**src/rtl/dro_bank.sv**
```systemverilog
// N-channel clocked model of a destructive-readout cell bank with toggle-encoded I/O and hold checkers.
// Optional macro DRO_BANK_VIOL_CNT_EN adds the saturating viol_cnt violation counter.
module dro_bank #(
    parameter int N        = 4,
    parameter int INIT_CYC = 8,
    parameter int OUT_DLY  = 3,
    parameter int HOLD_SR  = 2,
    parameter int HOLD_RS  = 2
`ifdef DRO_BANK_VIOL_CNT_EN
    ,
    parameter int CNT_W    = 8
`endif
) (
    input  logic             clk,
    input  logic             rst_n,
    input  logic [N-1:0]     set,
    input  logic [N-1:0]     reset,
    output logic [N-1:0]     out,
    output logic             armed,
    input  logic             viol_clr,
    output logic [N-1:0]     viol
`ifdef DRO_BANK_VIOL_CNT_EN
    ,
    output logic [CNT_W-1:0] viol_cnt
`endif
);

    localparam int IC_W = $clog2(INIT_CYC + 1);
    localparam int SR_W = $clog2(HOLD_SR + 1);
    localparam int RS_W = $clog2(HOLD_RS + 1);

    typedef enum logic [1:0] {
        UNINIT = 2'd0,
        EMPTY  = 2'd1,
        STORED = 2'd2
    } state_t;

    logic [N-1:0]    set_q;
    logic [N-1:0]    reset_q;
    logic [N-1:0]    sp;
    logic [N-1:0]    rp;
    logic [N-1:0]    tq;
    logic [N-1:0]    flag;
    logic [N-1:0]    tap;
    logic [IC_W-1:0] init_cnt;
    logic            init_done;
    state_t          st     [N];
    state_t          st_nxt [N];
    logic [SR_W-1:0] sr_tmr [N];
    logic [RS_W-1:0] rs_tmr [N];

    assign sp        = set ^ set_q;
    assign rp        = reset ^ reset_q;
    assign init_done = !armed && (init_cnt == IC_W'(INIT_CYC - 1));

    // Edge detect, init window, sticky flags and the output toggle flop
    always_ff @(posedge clk or negedge rst_n) begin
        if (!rst_n) begin
            set_q    <= '0;
            reset_q  <= '0;
            init_cnt <= '0;
            armed    <= 1'b0;
            viol     <= '0;
            out      <= '0;
        end else begin
            set_q   <= set;
            reset_q <= reset;
            if (init_done) begin
                armed <= 1'b1;
            end else if (!armed) begin
                init_cnt <= init_cnt + IC_W'(1);
            end
            // a fresh violation wins over a same-cycle clear
            viol <= (viol & ~{N{viol_clr}}) | flag;
            out  <= out ^ tap;
        end
    end

    always_ff @(posedge clk or negedge rst_n) begin
        if (!rst_n) begin
            for (int i = 0; i < N; i++) begin
                st[i]     <= UNINIT;
                sr_tmr[i] <= '0;
                rs_tmr[i] <= '0;
            end
        end else begin
            for (int i = 0; i < N; i++) begin
                st[i] <= st_nxt[i];
                if (st[i] != UNINIT && sp[i]) begin
                    sr_tmr[i] <= SR_W'(HOLD_SR - 1);
                end else if (sr_tmr[i] != '0) begin
                    sr_tmr[i] <= sr_tmr[i] - SR_W'(1);
                end
                // only a read of an empty cell opens the set-after-reset window
                if (st[i] == EMPTY && rp[i]) begin
                    rs_tmr[i] <= RS_W'(HOLD_RS - 1);
                end else if (rs_tmr[i] != '0) begin
                    rs_tmr[i] <= rs_tmr[i] - RS_W'(1);
                end
            end
        end
    end

    always_comb begin
        tq   = '0;
        flag = '0;
        for (int i = 0; i < N; i++) begin
            st_nxt[i] = st[i];
            case (st[i])
                UNINIT: begin
                    if (init_done) st_nxt[i] = EMPTY;
                end
                EMPTY: begin
                    if (sp[i] && rp[i]) begin
                        tq[i] = 1'b1;
                    end else if (sp[i]) begin
                        st_nxt[i] = STORED;
                    end
                end
                STORED: begin
                    if (rp[i]) begin
                        st_nxt[i] = EMPTY;
                        tq[i]     = 1'b1;
                    end
                end
                default: st_nxt[i] = UNINIT;
            endcase
            if (st[i] != UNINIT) begin
                flag[i] = (rp[i] && (sp[i] || sr_tmr[i] != '0)) ||
                          (sp[i] && rs_tmr[i] != '0);
            end
        end
    end

    // Readout delay: OUT_DLY-1 register stages ahead of the output toggle flop
    generate
        if (OUT_DLY == 1) begin : g_nodly
            assign tap = tq;
        end else begin : g_dly
            logic [N-1:0] dly_p [OUT_DLY-1];
            always_ff @(posedge clk or negedge rst_n) begin
                if (!rst_n) begin
                    for (int k = 0; k < OUT_DLY - 1; k++) dly_p[k] <= '0;
                end else begin
                    dly_p[0] <= tq;
                    for (int k = 1; k < OUT_DLY - 1; k++) dly_p[k] <= dly_p[k-1];
                end
            end
            assign tap = dly_p[OUT_DLY-2];
        end
    endgenerate

`ifdef DRO_BANK_VIOL_CNT_EN
    localparam int PC_W  = $clog2(N + 1);
    localparam int SUM_W = CNT_W + PC_W;

    function automatic logic [PC_W-1:0] popcnt(input logic [N-1:0] v);
        logic [PC_W-1:0] c;
        c = '0;
        for (int k = 0; k < N; k++) c = c + PC_W'(v[k]);
        return c;
    endfunction

    function automatic logic [CNT_W-1:0] sat_add(input logic [CNT_W-1:0] a,
                                                 input logic [PC_W-1:0]  b);
        logic [SUM_W-1:0] s;
        logic [CNT_W-1:0] r;
        s = SUM_W'(a) + SUM_W'(b);
        if (s > SUM_W'({CNT_W{1'b1}})) r = {CNT_W{1'b1}};
        else                           r = s[CNT_W-1:0];
        return r;
    endfunction

    always_ff @(posedge clk or negedge rst_n) begin
        if (!rst_n) begin
            viol_cnt <= '0;
        end else begin
            viol_cnt <= sat_add(viol_clr ? '0 : viol_cnt, popcnt(flag));
        end
    end
`endif

endmodule

```
**config.mk**
```make
export PLATFORM = sky130hd
export DESIGN_NAME = dro_bank
export DESIGN_NICKNAME = d
export VERILOG_FILES = /design/src/rtl/dro_bank.sv
export SDC_FILE = /design/constraint.sdc
export NUM_CORES = 1
export LEC_CHECK = 0
export ABC_AREA = 1
export CAP_MARGIN = 10
export CELL_PAD_IN_SITES_DETAIL_PLACEMENT = 2
export CELL_PAD_IN_SITES_GLOBAL_PLACEMENT = 2
export CORE_UTILIZATION = 32
export DETAILED_ROUTE_END_ITERATION = 6
export HOLD_SLACK_MARGIN = 0.02
export PLACE_DENSITY = 0.8
export SYNTH_ARGS = -nofsm -noshare
export SYNTH_HDL_FRONTEND = slang
export SYNTH_SLANG_ARGS = --single-unit
```
**constraint.sdc**
```tcl
create_clock -name clk -period 1.22 [get_ports clk]
set_input_delay 0.122 -clock clk [delete_from_list [all_inputs] [get_ports clk]]
set_output_delay 0.122 -clock clk [all_outputs]
set_load 0.01 [all_outputs]
```
# Yosys cells after proc, flatten, opt, wreduce, memory -nomap -nowiden
# Cells that the tools add are included.
totals:
  ff_bits: 53
  input_bits: 11
  out_inout_bits: 9
  elab_cells: 170
op_classes:
  add_sub_neg: 9
  n_eq_ne: 25
  muxes: 49
  bitwise_logic: 8
  reduce_logical: 59
op_table:
  columns: ["operator", "count"]
  rows:
  - ["two-way mux 2 bit", 29]
  - ["nonzero test 2 bit", 20]
  - ["inequality test 2 bit, second input constant", 16]
  - ["case mux 2 bit (3 select lines)", 4]
  - ["logical AND 1 bit", 21]
  - ["AND reduction 4 bit", 4]
  - ["subtractor 2 x 1 -> 2 bit, second input constant", 8]
  - ["two-way mux 1 bit", 12]
  - ["XOR 4 bit", 3]
  - ["== test 2 x 1 -> 1 bit, second input constant", 4]
  - ["== test 2 bit, second input constant", 4]
  - ["logical NOT 2 bit", 4]
  - ["logical OR 1 bit", 8]
  - ["case mux 1 bit (2 select lines)", 4]
  - ["adder 4 x 1 -> 4 bit, second input constant", 1]
  - ["bitwise AND 4 bit", 1]
  - ["== test 4 x 3 -> 1 bit, second input constant", 1]
  - ["inverter 4 bit", 1]
  - ["OR 4 bit", 1]
  - ["inverter 1 bit", 2]
  - ["AND reduction 2 bit", 1]
  - ["logical NOT 1 bit", 1]

# Logic depth before layout (Yosys ltp)
# Gate-level depths: netlist of the first run.
logic_depth:
  depth_word: 6
  depth_mapped: 8
  depth_no_buf: 8

# Worst setup path after synthesis of the first run
# Ideal clock, no wire load.
synth_path:
  kind: "register to register"
  from: "register st[6] (netlist name)"
  to: "register st[6] (netlist name)"
  setup_time_ns: 0.117
  arrival_ns: 1.085
  required_time_ns: 1.103
  setup_slack_ns: 0.018
  stages_incl_launch_ff: 6
  n_path_buf: 0
  synth_period_minus_slack_ns: 1.202
  cell_sequence: "dfrtp_1 > inv_1 > ha_1 > or2_2 > nand4_1 > nand2_1"
synth_between:
  elab_chain_len: 3
  elab_cells_between_ends: 9
  cone_classes: "eq/ne (6); mux (1); reduce/logical (2)"
synth_lines:
  columns: ["element", "line_no", "text"]
  rows:
  - ["start, declared", "47", "state_t st [N];"]
  - ["start signal, assigned by index", "88", "st[i] <= st_nxt[i];"]
  - ["== test 2 x 1 -> 1 bit, or another cell as far along", "109", "case (st[i])"]
  - ["inequality test 2 bit (no line)", null, null]
  - ["AND reduction 4 bit (no line)", null, null]
# Parallel ways exist; a longest one is shown, timed or not.
# A chain may end at the register's enable or synchronous reset.

# Final worst setup path of the first run
layout_path:
  from: "register init_cnt[1]"
  to: "register init_cnt[2]"
layout_between:
  elab_chain_len: 4
  elab_cells_between_ends: 5
  cone_classes: "add/sub (1); eq/ne (1); bitwise (1); reduce/logical (2)"
layout_lines:
  columns: ["element", "line_no", "text"]
  rows:
  - ["start, declared", "45", "logic [IC_W-1:0] init_cnt;"]
  - ["start signal, assigned", "71", "init_cnt <= init_cnt + IC_W'(1);"]
  - ["parallel branches: the longest is 4 deep, another holds adder 4 x 1 -> 4 bit", null, null]
# Parallel ways; which one is timed is not known.

==> flow_summary.yaml, run 1 <==
synth:
  synth_edf_count: 0
  syn_area_per_cell_sq_um: 8.634
  ys_types: 18
  synth-seq-cells: 53
  yosysMostFrequentCell: "nand2_1"
  ys_dominant_reg_cell: "dfrtp_1"
  yosysWarnings: 0
  yosysSeqAreaShare_pct: 47.70
  synthTopCellsByArea: "dfrtp_1 48%, nand2_1 14%, ha_1 13%"
  yosys.area.top_type: "dfrtp_1"
  synth_fp_nets: 361
  synth-async-reset-ratio_pct: 100.0
  synth_area_sq_um: 2780
  yosysTopAreaCellShare_pct: 47.70
  syn_inst: 322
  synth_commonest_cells: "105 x nand2_1, 63 x inv_1, 53 x dfrtp_1"
timing:
  worst_pin_slew_ps: 311.2
  relSlewSlack_pct: 79.25
  grt_setup_unrepaired: "yes"
  period_needed_ps: 1346
  fin_setup_tns_ps: -1003
  maxSlewViolCount: 0
  fin_ws_ps: -125.9
  fmax_ghz: 0.7430
  fin_skew_ps: 7.119
  setup_viol: 12
  hold_violations: 0
  period_share_pct: 110.3
clock_network:
  clock_sinks: 53
  cts_buffers: 5
  insertion_delay_ps: 310
  clk_pin_slew_worst_paths_ps: 100
  htreeDepth: 2
  cts-root-buf: "clkbuf_8"
  cts_tree: "done"
  cts_max_path_buffers: 2
pwr:
  power.share.switching_pct: 41.64
  seq_power_share_pct: 34.3
  clkPwrFrac_pct: 12.8
  pwr_density_cell_nw_per_um2: 2252
  power.total_mw: 8.178
  power.leakage_nw: 1.917
  p_int_mw: 4.773
  power_switching_mw: 3.405
  combPwrFrac_pct: 52.8
  ir_drop_uv: 787.0
floorplan:
  die_w_um: 95.21
  start_util_pct: 33.50
  die_area_sq_um: 9065
  fp.dieH_um: 95.21
  core-area_sq_um: 8299
  rows: 33
  io_pins: 20
routing:
  dr_total_vias: 2229
  drt-wirelength-per-cell_um: 15.31
  ant_nets: 0
  dr.pass1.iters: 2
  drc: 0
  drt_wl_total_um: 7363
  via_per_inst: 4.634
  drt-initial-drc-count: 38
layout:
  antennaDiodeCount: 0
  final_cells: 481
  final_util_pct: 43.75
  syn_to_final_growth_pct: 30.60
  nFillCells: 910
  nets: 415
  drive_above_1_share_pct: 21.81
hold_path:
  hold_class: "in2reg"
outcome:
  status: "finished, violations left"
  violations: "negative setup slack"
critical_path:
  criticalPathCategory: "reg2reg"
  crit_arrival_ps: 1540
  cp.required_ps: 1420
  startpoint_type: "register"
  cp-end-kind: "register"
  worst-path-max-fanout: 7
placement:
  dp.cells: 463
  hpwl_um: 4692
  portBuffers: 19
  gp_congestion: 0.7100
grt:
  grt_pass1_vias: 2432
  grt_pass1_wl_um: 11170
  grt_max_degree: 54
  grt_use_total_pct: 15.96
  grt-ovfl-total: 0
  antenna_found_initial: 0
flow_run:
  max_cap_viol_count: 0
-- cell families after synthesis --
group	count (synthesis)	synth area share [%]
compound gates	18	4.050
xor+xnor	14	4.411
fa+ha+maj	28	12.60
buf+inv	63	8.506
flops	53	47.70
simple gates	146	22.73
-- critical path, stage by stage, from the launching register on --
cell and delay, ps:
dfrtp_1 430, ha_4 190, nand2_4 70, nor2_4 50, nand2_8 130, nand2_4 100
o21bai_1 180, inv_1 80
-- path summary, 6_finish.rpt --
kind	from	endpoint	slack, ps	cells after the start
max in group asynchronous	rst_n	st[0]$_DFFE_PN0P_	610	3
setup / recovery	init_cnt[1]$_DFFE_PN0P_	init_cnt[2]$_DFFE_PN0P_	-130	7
min in group asynchronous	rst_n	set_q[2]$_DFF_PN0_	320	3
hold / removal	reset[1]	reset_q[1]$_DFF_PN0_	300	1
hold reg to reg	g_dly.dly_p[7]$_DFF_PN0_	tap[3]$_DFF_PN0_	360	0
setup reg to reg	init_cnt[1]$_DFFE_PN0P_	init_cnt[2]$_DFFE_PN0P_	-130	7
-- timing repair --
item,in CTS,in global routing
buffers inserted,4,6
hold buffers,1,0
setup endpoints to repair,29,30
resized for setup,26,45
endpoints found under the hold margin,53,0
pin swaps,7,15
-- through the flow --
step	instance area, sq um	worst slack, ps	hold slack [ps]
3_3_place_gp	3237	-129.3	145.4
6_report	3631	-125.9	295.1
2_1_floorplan	2780	18.35	-173.6
3_5_place_dp	3237	-196.9	149.8
5_1_grt	3631	-184.1	301.5
4_1_cts	3402	-105.8	296.5
-- per-layer routing --
| layer | wire (um) | track usage, % | up-vias |
|---|---|---|---|
| li1 | - | - | 1082 |
| met1 | 2967 | 18.19 | 1118 |
| met2 | 4158 | 30.77 | 19 |
| met3 | 123 | 2.632 | 10 |
| met4 | 115 | 3.409 | 0 |
| met5 | 0 | 0 | - |
-- layout by cell type, fill, tap and decap left out, types with 2 or more instances in the layout --
cell             Yosys  layout
a21boi_1             0       2
nor2_2               1       4
o21ai_0              8       7
nor2_1              14      10
xnor2_1              2       2
ha_1                28      19
nand4_1              8       8
nand3_4              0       4
buf_4                0      25
ha_2                 0       2
nand3_1              8       7
nand2_1            105      94
dfrtp_1             53      52
ha_4                 0       7
clkdlybuf4s50_1      0       9
nand2_4              3       5
nand2_2              3      10
o21bai_1             5       4
clkbuf_8             0       6
xor2_1              12      12
dlygate4sd2_1        0       9
inv_2                0       7
inv_1               63      55
a21boi_2             0       2
nand2_8              0       2
-- state kept, by name, indices dropped and copies added (netlist names) --
signal	count
rs_tmr	8
reset_q	4
armed	1
st	8
g_dly.dly_p	4
viol	4
tap	4
set_q	4
sr_tmr	8
init_cnt	4
out	4
-- layout make-up --
class | count | area (sq um) | area share [%]
Clock buffer | 7 | 86.33 | 2.378
Inverter | 63 | 239.0 | 6.582
Multi-Input combinational cell | 206 | 1444 | 39.77
Sequential cell | 53 | 1328 | 36.56
Tap cell | 105 | 131.4 | 3.618
Timing Repair Buffer | 47 | 402.9 | 11.10
-- power groups by stage --
| stage | Clock [mW] | Combinational [mW] | Sequential (mW) |
|---|---|---|---|
| 6_report | 1.05 | 4.32 | 2.81 |
| 5_1_grt | 1.15 | 4.92 | 2.88 |
| 4_1_cts | 1.10 | 3.69 | 2.78 |
| 3_5_place_dp | 0 | 3.58 | 2.82 |
| 3_3_place_gp | 0 | 3.27 | 2.79 |
| 2_1_floorplan | 0 | 2.26 | 2.82 |
No activity file was read; power rests on OpenSTA's default activity.
==> run 2, diff against run 1 <==
--- a/config.mk
+++ b/config.mk
@@ -10,8 +10,9 @@
 export CELL_PAD_IN_SITES_DETAIL_PLACEMENT = 2
 export CELL_PAD_IN_SITES_GLOBAL_PLACEMENT = 2
 export CORE_UTILIZATION = 32
+export CTS_CLUSTER_SIZE = 24
 export DETAILED_ROUTE_END_ITERATION = 6
-export HOLD_SLACK_MARGIN = 0.02
+export HOLD_SLACK_MARGIN = 0.15
 export PLACE_DENSITY = 0.8
 export SYNTH_ARGS = -nofsm -noshare
 export SYNTH_HDL_FRONTEND = slang
==> results of run 2 <==
The final DEF is identical to that of run 1; final timing and power are the same.
==> run 3, diff against run 2 <==
--- a/config.mk
+++ b/config.mk
@@ -9,6 +9,7 @@
 export CAP_MARGIN = 10
 export CELL_PAD_IN_SITES_DETAIL_PLACEMENT = 2
 export CELL_PAD_IN_SITES_GLOBAL_PLACEMENT = 2
+export CORE_MARGIN = 2
 export CORE_UTILIZATION = 32
 export CTS_CLUSTER_SIZE = 24
 export DETAILED_ROUTE_END_ITERATION = 6
==> run 3 against run 2 <==
Against the previous run: the flow still finishes with violations (negative setup slack); die area grew 4.2%; via count grew 3.0%; design area grew 3.5%; sequential share of layout area shrank 1.2 points; non-clock buffer count grew 7; total power grew 6.8%; largest cell class unchanged; largest power group unchanged; highest routed layer unchanged.
==> flow_summary.yaml, run 3 (synthesis gave the netlist of run 1 again) <==
timing:
  worst_pin_slew_ps: 305.8
  setup_viol: 14
  fin_skew_ps: 22.91
  fin_ws_ps: -201.1
  maxSlewViolCount: 0
  period_share_pct: 116.5
  holdWs_ps: 300.4
  hold_violations: 0
  relSlewSlack_pct: 79.62
  fmax_ghz: 0.7037
  grt_setup_unrepaired: "yes"
  period_needed_ps: 1421
routing:
  dr.pass1.iters: 4
  drc: 0
  drt_wl_total_um: 8364
  via_per_inst: 4.667
  ant_nets: 0
  drt-initial-drc-count: 70
  drt-wirelength-per-cell_um: 17.00
  dr_total_vias: 2296
critical_path:
  rr_startpoint: "init_cnt[0]$_DFFE_PN0P_"
  reg2regPathDepth: 8
  cp_top_family: "simple AND/OR/NAND/NOR gates"
  crit_path_cell_trace: "ha_4 -> nand2_4 -> nor2_4 -> nand2_8 -> nand2_4 -> nand3_4 -> nand2_2 -> nand2_2"
  cp.required_ps: 1410
  crit_arrival_ps: 1610
  reg2reg_to: "st[2]$_DFFE_PN0P_"
  crit_buf_inv: 0
  reg2reg_slack_ps: -200
  crit_slowest_cell: "dfrtp_1"
  critPathLaunch: "init_cnt[0]$_DFFE_PN0P_"
  criticalPathCategory: "reg2reg"
  worst-path-max-fanout: 7
  slowest_delay_ps: 430
  cp-end-kind: "register"
  cp-endpoint: "st[2]$_DFFE_PN0P_"
  path_depth: 8
  startpoint_type: "register"
floorplan:
  core-area_sq_um: 8551
  die_area_sq_um: 9450
  rows: 34
  io_pins: 20
  fp.dieH_um: 97.21
  start_util_pct: 32.51
  die_w_um: 97.21
layout:
  syn_to_final_growth_pct: 35.24
  finish.instance_area_sq_um: 3760
  mostFrequentLayoutCells: "88 x nand2_1, 54 x inv_1, 51 x dfrtp_1, 31 x buf_4"
  final_common_cell: "nand2_1"
  reg_top3: "rs_tmr x8, sr_tmr x8, st x8"
  nets: 422
  drive_above_1_share_pct: 26.30
  antennaDiodeCount: 0
pwr:
  pwr_density_cell_nw_per_um2: 2324
  power.leakage_nw: 1.969
  ir_drop_uv: 897.6
clock_network:
  cts_tree: "done"
  cts_buffers: 5
  clk_pin_slew_worst_paths_ps: 100
  insertion_delay_ps: 320
  clock_sinks: 53
  cts-root-buf: "clkbuf_8"
  htreeDepth: 2
  cts_max_path_buffers: 2
grt:
  grt-ovfl-total: 0
  grt_pass1_wl_um: 12530
  grt_pass1_vias: 2640
  grt_use_total_pct: 16.39
  grt_max_degree: 54
  antenna_found_initial: 0
outcome:
  violations: "negative setup slack"
  status: "finished, violations left"
placement:
  portBuffers: 19
  hpwl_um: 4757
  dpl_cell_area_sq_um: 3263
  gp_congestion: 0.7451
flow_run:
  max_cap_viol_count: 0
hold_path:
  hold_class: "in2reg"
## run 3: power breakdown
part	internal (mW)	switching, mW	total, mW
combinational	2.04	2.60	4.65
sequential	2.39	0.436	2.83
clock	0.617	0.644	1.26
## run 3: per-stage QoR
step	cells	TNS [ps]	worst slack, ps	power (mW)	util, %
final	492	-2070	-201.1	8.737	43.97
after global routing	492	-3552	-266.3	9.513	43.97
after CTS	483	-1138	-160.6	7.864	40.74
after detailed placement	469	-3954	-216.5	6.403	38.16
after global placement	469	-1723	-140.7	6.100	38.16
after floorplan	322	0	18.35	5.081	-
## run 3: worst min-delay path by stage
| stage | start | end | slack, ps | depth (start not counted) |
|---|---|---|---|---|
| 2_1_floorplan | rst_n | armed$_DFFE_PN0P_ | -170 | 0 |
| 3_3_place_gp | rst_n | reset_q[2]$_DFF_PN0_ | 140 | 2 |
| 3_5_place_dp | rst_n | reset_q[2]$_DFF_PN0_ | 150 | 2 |
| 4_1_cts | set[3] | set_q[3]$_DFF_PN0_ | 290 | 1 |
| 5_1_grt | reset[0] | reset_q[0]$_DFF_PN0_ | 300 | 1 |
| 6_report | reset[1] | reset_q[1]$_DFF_PN0_ | 300 | 1 |
## run 3: area by class of cell
type | instances | area (sq um)
multi-input combinational | 206 | 1479
fill | 930 | 4791
timing repair buffer | 54 | 467.9
tap | 108 | 135.1
clock inverter | 3 | 43.79
clock buffer | 5 | 68.82
sequential | 53 | 1329
inverter | 63 | 236.5
## run 3: per-layer routing
metal | GRT usage, % | part of all wire, % | vias to the layer above
li1 | - | - | 1094
met5 | 0 | 0 | -
met2 | 32.16 | 57 | 26
met3 | 2.734 | 1.9 | 11
met1 | 18.31 | 39 | 1165
met4 | 3.846 | 2.0 | 0
## run 3: timing repair
item                                    in CTS  in global routing
setup buffers                                5                  9
resized for setup                           27                 56
pin swaps                                    4                 19
hold buffers                                 1                  0
endpoints found under the setup margin      32                 29
endpoints found under the hold margin       53                  0
